<file path="src/rtl/muldiv_pkg.sv">
// rtl/muldiv_pkg.sv - Shared op codes, FSM state type and defaults for the multiply/divide unit
// Contents:
//    DEFAULT_WIDTH  default operand and HI/LO width
//    OP_*           3-bit operation codes driven on the op field
//    state_t        iteration FSM states
//    f_is_signed    high for op codes that treat operands as two's complement
package muldiv_pkg;

   localparam int DEFAULT_WIDTH = 32;

   localparam logic [2:0] OP_MULT  = 3'd0;
   localparam logic [2:0] OP_MULTU = 3'd1;
   localparam logic [2:0] OP_DIV   = 3'd2;
   localparam logic [2:0] OP_DIVU  = 3'd3;
   localparam logic [2:0] OP_MADD  = 3'd4;
   localparam logic [2:0] OP_MSUB  = 3'd5;
   localparam logic [2:0] OP_MTHI  = 3'd6;
   localparam logic [2:0] OP_MTLO  = 3'd7;

   typedef enum logic [1:0] {
      IDLE = 2'd0,
      MUL  = 2'd1,
      DIV  = 2'd2,
      FIX  = 2'd3
   } state_t;

   function automatic logic f_is_signed(input logic [2:0] op);
      return (op == OP_MULT) || (op == OP_DIV) || (op == OP_MADD) || (op == OP_MSUB);
   endfunction

endpackage

</file>
<file path="src/rtl/muldiv_if.sv">
// rtl/muldiv_if.sv - Issue/result bundle between the EXE/hazard logic and the multiply/divide unit
// Signals:
//    start, op, src_a, src_b  operation request from EXE (start held until accepted)
//    flush                    abort any in-flight operation
//    hilo_read                ID stage is issuing MFHI/MFLO
//    busy, stall              iteration in flight / pipeline freeze request
//    done, div_by_zero        one-cycle completion pulse and its divide-by-zero flag
//    hi, lo                   architectural HI/LO registers
// Modports: master = pipeline side, slave = muldiv_unit.
interface muldiv_if #(
   parameter int WIDTH = muldiv_pkg::DEFAULT_WIDTH
);
   logic             start;
   logic [2:0]       op;
   logic [WIDTH-1:0] src_a;
   logic [WIDTH-1:0] src_b;
   logic             flush;
   logic             hilo_read;
   logic             busy;
   logic             stall;
   logic             done;
   logic             div_by_zero;
   logic [WIDTH-1:0] hi;
   logic [WIDTH-1:0] lo;

   modport master (
      output start, op, src_a, src_b, flush, hilo_read,
      input  busy, stall, done, div_by_zero, hi, lo
   );

   modport slave (
      input  start, op, src_a, src_b, flush, hilo_read,
      output busy, stall, done, div_by_zero, hi, lo
   );
endinterface

</file>
<file path="src/rtl/muldiv_step.sv">
// rtl/muldiv_step.sv - One combinational radix-2 multiply or restoring-divide iteration
// Ports:
//    i_sub      0 = shift-add multiply step, 1 = restoring shift-subtract divide step
//    i_partial  partial product (upper half) or partial remainder
//    i_low      multiplier being consumed (LSB first) or dividend/quotient register (MSB first)
//    i_operand  multiplicand or divisor magnitude
//    o_partial  next partial product / remainder
//    o_low      next multiplier/quotient register with the new bit shifted in
module muldiv_step #(
   parameter int WIDTH = 32
) (
   input  logic             i_sub,
   input  logic [WIDTH:0]   i_partial,
   input  logic [WIDTH-1:0] i_low,
   input  logic [WIDTH-1:0] i_operand,
   output logic [WIDTH:0]   o_partial,
   output logic [WIDTH-1:0] o_low
);
   logic [WIDTH:0]   w_sum;
   logic [WIDTH:0]   w_shift;
   logic [WIDTH+1:0] w_diff;
   logic             w_borrow;

   // Multiply: add the multiplicand when the current multiplier LSB is set, then
   // shift the whole {partial, low} pair right so product bits fill low from the top.
   assign w_sum = i_partial + {1'b0, (i_low[0] ? i_operand : {WIDTH{1'b0}})};

   // Divide: bring the next dividend bit into the remainder, trial-subtract the divisor.
   assign w_shift  = {i_partial[WIDTH-1:0], i_low[WIDTH-1]};
   assign w_diff   = {1'b0, w_shift} - {2'b00, i_operand};
   assign w_borrow = w_diff[WIDTH+1];

   always_comb begin
      o_partial = '0;
      o_low     = '0;
      if (i_sub) begin
         if (w_borrow) begin
            o_partial = w_shift;
            o_low     = {i_low[WIDTH-2:0], 1'b0};
         end else begin
            o_partial = w_diff[WIDTH:0];
            o_low     = {i_low[WIDTH-2:0], 1'b1};
         end
      end else begin
         o_partial = {1'b0, w_sum[WIDTH:1]};
         o_low     = {w_sum[0], i_low[WIDTH-1:1]};
      end
   end
endmodule

</file>
<file path="src/rtl/muldiv_unit.sv">
// rtl/muldiv_unit.sv - Iterative multiply/divide unit owning the HI/LO register pair
// Ports:
//    i_clk    sole clock, rising edge
//    i_rst_n  asynchronous active-low reset
//    bus      muldiv_if.slave: request (start/op/src_a/src_b), flush, hilo_read in;
//             busy, stall, done, div_by_zero, hi, lo out
// Operation: WIDTH shift-add or shift-subtract cycles on operand magnitudes, then one
// FIX cycle applies signs / accumulate and writes HI/LO. MTHI/MTLO load directly.
module muldiv_unit import muldiv_pkg::*; #(
   parameter int WIDTH = DEFAULT_WIDTH
) (
   input  logic    i_clk,
   input  logic    i_rst_n,
   muldiv_if.slave bus
);
   localparam int CNT_W = $clog2(WIDTH);

   state_t             r_state;
   logic [CNT_W-1:0]   r_cnt;
   logic [2:0]         r_op;
   logic               r_sign_a;
   logic               r_sign_b;
   logic [WIDTH:0]     r_part;
   logic [WIDTH-1:0]   r_low;
   logic [WIDTH-1:0]   r_opnd;
   logic [WIDTH-1:0]   r_hi;
   logic [WIDTH-1:0]   r_lo;
   logic               r_done;
   logic               r_dbz;

   logic               w_busy;
   logic               w_accept;
   logic               w_signed;
   logic               w_neg_a;
   logic               w_neg_b;
   logic               w_sub;
   logic [WIDTH:0]     w_step_part;
   logic [WIDTH-1:0]   w_step_low;
   logic [2*WIDTH-1:0] w_prod;
   logic [2*WIDTH-1:0] w_prod_s;
   logic               w_neg_res;
   logic               w_dbz;
   logic [WIDTH-1:0]   w_quo;
   logic [WIDTH-1:0]   w_rem;
   logic [2*WIDTH-1:0] w_hilo_nx;

   function automatic logic [WIDTH-1:0] f_mag(input logic [WIDTH-1:0] v, input logic neg);
      return neg ? -v : v;
   endfunction

   assign w_busy   = (r_state != IDLE);
   assign w_accept = bus.start && !w_busy && !bus.flush;
   assign w_signed = f_is_signed(bus.op);
   assign w_neg_a  = w_signed & bus.src_a[WIDTH-1];
   assign w_neg_b  = w_signed & bus.src_b[WIDTH-1];
   assign w_sub    = (r_state == DIV);

   muldiv_step #(.WIDTH(WIDTH)) u_step (
      .i_sub     (w_sub),
      .i_partial (r_part),
      .i_low     (r_low),
      .i_operand (r_opnd),
      .o_partial (w_step_part),
      .o_low     (w_step_low)
   );

   // Result formation for the FIX cycle.
   always_comb begin
      w_prod    = {r_part[WIDTH-1:0], r_low};
      w_neg_res = r_sign_a ^ r_sign_b;
      w_prod_s  = w_neg_res ? -w_prod : w_prod;
      w_dbz     = (r_opnd == '0);
      // With a zero divisor every trial subtract succeeds, so the remainder path
      // already reproduces the dividend (sign restored below); only LO is forced.
      w_quo     = w_dbz ? {WIDTH{1'b1}} : (w_neg_res ? -r_low : r_low);
      w_rem     = r_sign_a ? -r_part[WIDTH-1:0] : r_part[WIDTH-1:0];
      w_hilo_nx = {r_hi, r_lo};
      case (r_op)
         OP_MULT, OP_MULTU: w_hilo_nx = w_prod_s;
         OP_MADD:           w_hilo_nx = {r_hi, r_lo} + w_prod_s;
         OP_MSUB:           w_hilo_nx = {r_hi, r_lo} - w_prod_s;
         OP_DIV, OP_DIVU:   w_hilo_nx = {w_rem, w_quo};
         default:           w_hilo_nx = {r_hi, r_lo};
      endcase
   end

   always_ff @(posedge i_clk or negedge i_rst_n) begin
      if (!i_rst_n) begin
         r_state  <= IDLE;
         r_cnt    <= '0;
         r_op     <= '0;
         r_sign_a <= 1'b0;
         r_sign_b <= 1'b0;
         r_part   <= '0;
         r_low    <= '0;
         r_opnd   <= '0;
         r_hi     <= '0;
         r_lo     <= '0;
         r_done   <= 1'b0;
         r_dbz    <= 1'b0;
      end else begin
         r_done <= 1'b0;
         r_dbz  <= 1'b0;
         case (r_state)
            IDLE: begin
               if (w_accept) begin
                  r_op     <= bus.op;
                  r_sign_a <= w_neg_a;
                  r_sign_b <= w_neg_b;
                  r_part   <= '0;
                  r_cnt    <= CNT_W'(WIDTH - 1);
                  case (bus.op)
                     OP_MTHI: r_hi <= bus.src_a;
                     OP_MTLO: r_lo <= bus.src_a;
                     OP_DIV, OP_DIVU: begin
                        r_opnd  <= f_mag(bus.src_b, w_neg_b);
                        r_low   <= f_mag(bus.src_a, w_neg_a);
                        r_state <= DIV;
                     end
                     default: begin
                        r_opnd  <= f_mag(bus.src_a, w_neg_a);
                        r_low   <= f_mag(bus.src_b, w_neg_b);
                        r_state <= MUL;
                     end
                  endcase
               end
            end
            MUL, DIV: begin
               if (bus.flush) begin
                  r_state <= IDLE;
               end else begin
                  r_part <= w_step_part;
                  r_low  <= w_step_low;
                  if (r_cnt == '0) begin
                     r_state <= FIX;
                  end else begin
                     r_cnt <= r_cnt - CNT_W'(1);
                  end
               end
            end
            FIX: begin
               r_state <= IDLE;
               if (!bus.flush) begin
                  r_hi   <= w_hilo_nx[2*WIDTH-1:WIDTH];
                  r_lo   <= w_hilo_nx[WIDTH-1:0];
                  r_done <= 1'b1;
                  r_dbz  <= w_dbz && ((r_op == OP_DIV) || (r_op == OP_DIVU));
               end
            end
            default: r_state <= IDLE;
         endcase
      end
   end

   assign bus.busy        = w_busy;
   assign bus.stall       = w_busy && (bus.start || bus.hilo_read);
   // Masked so a completion pulse can never coincide with a flush.
   assign bus.done        = r_done && !bus.flush;
   assign bus.div_by_zero = r_dbz && !bus.flush;
   assign bus.hi          = r_hi;
   assign bus.lo          = r_lo;
endmodule
</file>
<file path="src/flat_wrapper.sv">
// flat-port wrapper written by rule: the top's interface ports become plain ports
module muldiv_unit_flat import muldiv_pkg::*;
#(
   parameter int WIDTH = DEFAULT_WIDTH
)
  (i_clk, i_rst_n, bus_start, bus_op, bus_src_a, bus_src_b, bus_flush, bus_hilo_read, bus_busy, bus_stall, bus_done, bus_div_by_zero, bus_hi, bus_lo);
  muldiv_if #(.WIDTH(WIDTH)) bus_i ();
  input  logic i_clk;
  input  logic i_rst_n;
  input wire logic [$bits(bus_i.start)-1:0] bus_start;
  input wire logic [$bits(bus_i.op)-1:0] bus_op;
  input wire logic [$bits(bus_i.src_a)-1:0] bus_src_a;
  input wire logic [$bits(bus_i.src_b)-1:0] bus_src_b;
  input wire logic [$bits(bus_i.flush)-1:0] bus_flush;
  input wire logic [$bits(bus_i.hilo_read)-1:0] bus_hilo_read;
  output wire logic [$bits(bus_i.busy)-1:0] bus_busy;
  output wire logic [$bits(bus_i.stall)-1:0] bus_stall;
  output wire logic [$bits(bus_i.done)-1:0] bus_done;
  output wire logic [$bits(bus_i.div_by_zero)-1:0] bus_div_by_zero;
  output wire logic [$bits(bus_i.hi)-1:0] bus_hi;
  output wire logic [$bits(bus_i.lo)-1:0] bus_lo;
  assign bus_i.start = bus_start;
  assign bus_i.op = bus_op;
  assign bus_i.src_a = bus_src_a;
  assign bus_i.src_b = bus_src_b;
  assign bus_i.flush = bus_flush;
  assign bus_i.hilo_read = bus_hilo_read;
  assign bus_busy = bus_i.busy;
  assign bus_stall = bus_i.stall;
  assign bus_done = bus_i.done;
  assign bus_div_by_zero = bus_i.div_by_zero;
  assign bus_hi = bus_i.hi;
  assign bus_lo = bus_i.lo;
  muldiv_unit #(.WIDTH(WIDTH)) u_core (.i_clk(i_clk), .i_rst_n(i_rst_n), .bus(bus_i));
endmodule
</file>
<file path="config.mk">
export PLATFORM = sky130hd
export DESIGN_NAME = muldiv_unit_flat
export DESIGN_NICKNAME = d
export VERILOG_FILES = /design/src/rtl/muldiv_pkg.sv /design/src/rtl/muldiv_if.sv /design/src/rtl/muldiv_step.sv /design/src/rtl/muldiv_unit.sv /design/src/flat_wrapper.sv
export SDC_FILE = /design/constraint.sdc
export NUM_CORES = 1
export LEC_CHECK = 0
export BUFFER_PORTS_ARGS = -buffer_cell sky130_fd_sc_hd__buf_2
export CORE_MARGIN = 1
export CORE_UTILIZATION = 55
export CTS_CLUSTER_DIAMETER = 60
export DETAILED_ROUTE_END_ITERATION = 8
export HOLD_SLACK_MARGIN = 0.02
export MAX_ROUTING_LAYER = met4
export PLACE_DENSITY = 0.73
export SETUP_SLACK_MARGIN = 0.5
export SYNTH_ARGS = -nofsm -noshare
export SYNTH_HDL_FRONTEND = slang
export SYNTH_SLANG_ARGS = --single-unit
</file>
<file path="constraint.sdc">
create_clock -name i_clk -period 19.6 [get_ports i_clk]
set_input_delay 1.96 -clock i_clk [delete_from_list [all_inputs] [get_ports i_clk]]
set_output_delay 1.96 -clock i_clk [all_outputs]
set_load 0.02 [all_outputs]
</file>
==> key figures <==
Global route
  • Total gr overflow: 0
  • GRT Total Usage: 0.428
  • Pin count of the biggest net entering global routing: 80
  • Global-route wire length before repair: ~130000 µm
  • Vias in the first global route: 22133
  • Antenna violations before repair: 2

Clock network
  • Cts repair resizes: 0
  • CTS root buf: clkbuf_16
  • Inserted Clock Buffers: 17
  • Cts hold-fix bufs: 0
  • CTS HTree Levels: 4
  • TritonCTS clock tree: done
  • Post-CTS Setup Inserts: 0
  • CTS Sinks: around 180
  • Max clock buf depth: 2
  • Clk_lat worst skew: between 0.5 and 0.6 ns
  • Clock Pin Slew Worst Setup and Hold Paths: roughly 0.080 ns

Placement
  • Hpwl dp: ~66000 µm
  • Port Buffers: between 100 and 150
  • Placer Congestion: 1.00

Timing
  • Highest clock rate: around 130 MHz
  • Final Cycle Share: 0.404
  • Clock Skew: 0.0155 ns
  • Total negative slack: 0 ns
  • Slew headroom: 0.267
  • RSZ-0062 raised after global routing: no
  • Setup-failing EPs final: 0
  • Final hold viol count: 0
  • Final Critical Period: approximately 8 ns
  • Worst slew pin tran: about 1.1 ns
  • Final max-slew violation count: 0

Yosys
  • Synth area leader: dfrtp_1
  • Syn Std Cell Area: roughly 0.022 mm²
  • Ys async rst share: 1.00
  • Post-synth top area share: 0.196
  • Area contributors post-synth: dfrtp_1 (20%), xnor2_1 (7.7%), ha_1 (7.6%)
  • Synth Flop Type: dfrtp_1
  • Top cells by count, synth: nand2_1 (328), nor2_1 (325), a21oi_1 (299)
  • Syn nets: ~3300
  • Cell variety after synth: 91
  • Seq/Total Area, Yosys: 0.196
  • Syn Inst Count: 3112
  • Synth Register Bits: about 180
  • Most common cell in the netlist: nand2_1
  • Synth warn: 0
  • Post-synth EDFFs: 0
  • Post-Syn Area per Cell: between 7 and 8 µm²

Setup path
  • CP delay by family, top: compound AO/OA/AOI/OAI gates
  • Crit path DAT: between 8 and 9 ns
  • Crit-path slowest cell: a2111oi_0
  • Flop2flop setup slack: 11.68 ns
  • Critical path class: flip-flop to flip-flop
  • Most frequent CP cell: o21ai_0
  • Max incr delay on CP: 0.71 ns
  • CP Launch Type: flip-flop
  • Required time of the critical path: 19.98 ns
  • Buf/Inv on CP: 2
  • Crit Path Max Fanout: 34
  • Worst Setup End Kind: flip-flop

Route
  • Initial DRC Count: between 2000 and 3000
  • Vias per cell: 6.72
  • Wire per inst: 24.0 µm
  • Vias after detailed routing: 24322
  • Routed Antenna Nets: 0
  • Final WL: approximately 87000 µm
  • DRC: 0
  • Total iterations of the first detailed-routing run: 8

Floorplanning
  • # IOs: 140
  • Die X: 204 µm
  • Rows: 73
  • DIE AREA: around 0.042 mm²
  • Initial core utilization: 0.561
  • Die Height: between 200 and 250 µm
  • Core Area: 0.0399 mm²

Layout
  • Area delta synth->final: 6.26%
  • Fin nets: 3291
  • Layout cells sized above 1: 0.0931

Status
  • Status: complete, no violations

Hold path
  • Hold crit path type: flip-flop to flip-flop

Job
  • Max cap viols: 0
-- per-layer routing --
layer | up-vias | routed length (µm) | GRT usage
li1 | 11267 | - | -
met1 | 11494 | 36900 | 0.590
met2 | 1359 | 35700 | 0.590
met3 | 202 | 9740 | 0.0874
met4 | 0 | 4430 | 0.210
met5 | - | 0 | -
-- state kept, by name, indices dropped and copies added (netlist names) --
name / cells
u_core.bus.hi: 32
u_core.bus.lo: 32
u_core.r_cnt: 5
u_core.r_dbz: 1
u_core.r_done: 1
u_core.r_low: 32
u_core.r_op: 3
u_core.r_opnd: 32
u_core.r_part: 33
u_core.r_sign_a: 1
u_core.r_sign_b: 1
u_core.r_state: 2
-- per-stage QoR --
step	hold WS (ns)	instance area, µm²	cells	worst slack (ns)	util
after floorplan	0.450	22400	3112	13.39	-
after global placement	0.472	23200	3586	12.17	0.580
after detailed placement	0.482	23200	3586	12.00	0.580
after CTS	0.501	23800	3618	11.91	0.596
after global routing	0.542	23800	3620	11.17	0.596
final	0.501	23800	3620	11.68	0.596
-- logic make-up after synthesis --
kind of cell / synth area share
simple gates: 0.224
compound gates: 0.292
xor+xnor: 0.127
buf+inv: 0.0535
flops: 0.196
fa+ha+maj: 0.0787
mux: 0.0284
-- worst min-delay path: stages (launching register included) --
cell     delay (ns)
dfrtp_1        0.36
nand2_1        0.05
o21ai_0        0.06
-- layout make-up --
class,count,area (µm²)
multi-input combinational,2626,16900
fill,3804,16100
sequential,175,4380
timing repair buffer,168,920
tap,525,657
clock buffer,18,439
inverter,92,345
clock inverter,14,168
antenna,2,5.00
-- path summary, 6_finish.rpt --
| kind | from | endpoint | cells past startpoint |
|---|---|---|---|
| setup / recovery | u_core.r_low[0]$_DFFE_PN0P_ | u_core.bus.hi[30]$_DFFE_PN0P_ | 25 |
| hold / removal | u_core.r_sign_a$_DFFE_PN0P_ | u_core.r_sign_a$_DFFE_PN0P_ | 2 |
| setup reg to reg | u_core.r_low[0]$_DFFE_PN0P_ | u_core.bus.hi[30]$_DFFE_PN0P_ | 25 |
| hold reg to reg | u_core.r_sign_a$_DFFE_PN0P_ | u_core.r_sign_a$_DFFE_PN0P_ | 2 |
| max in group asynchronous | i_rst_n | u_core.bus.lo[7]$_DFFE_PN0P_ | 2 |
| min in group asynchronous | i_rst_n | u_core.r_part[23]$_DFFE_PN0P_ | 1 |
-- cells in the final DEF (no fill, tap or decap), types with 63 or more instances in the layout --
master and instances:
buf_2 138, dfrtp_1 174, nor2_1 324, a21o_1 65, a31oi_1 63, ha_1 133, inv_1 90, o21ai_0 278
a21oi_1 299, xnor2_1 195, nand2_1 328, xor2_1 126
Power is left out: the tool's default activity adds up to more than one toggle a clock period on the data nets, which glitch-free logic cannot reach.
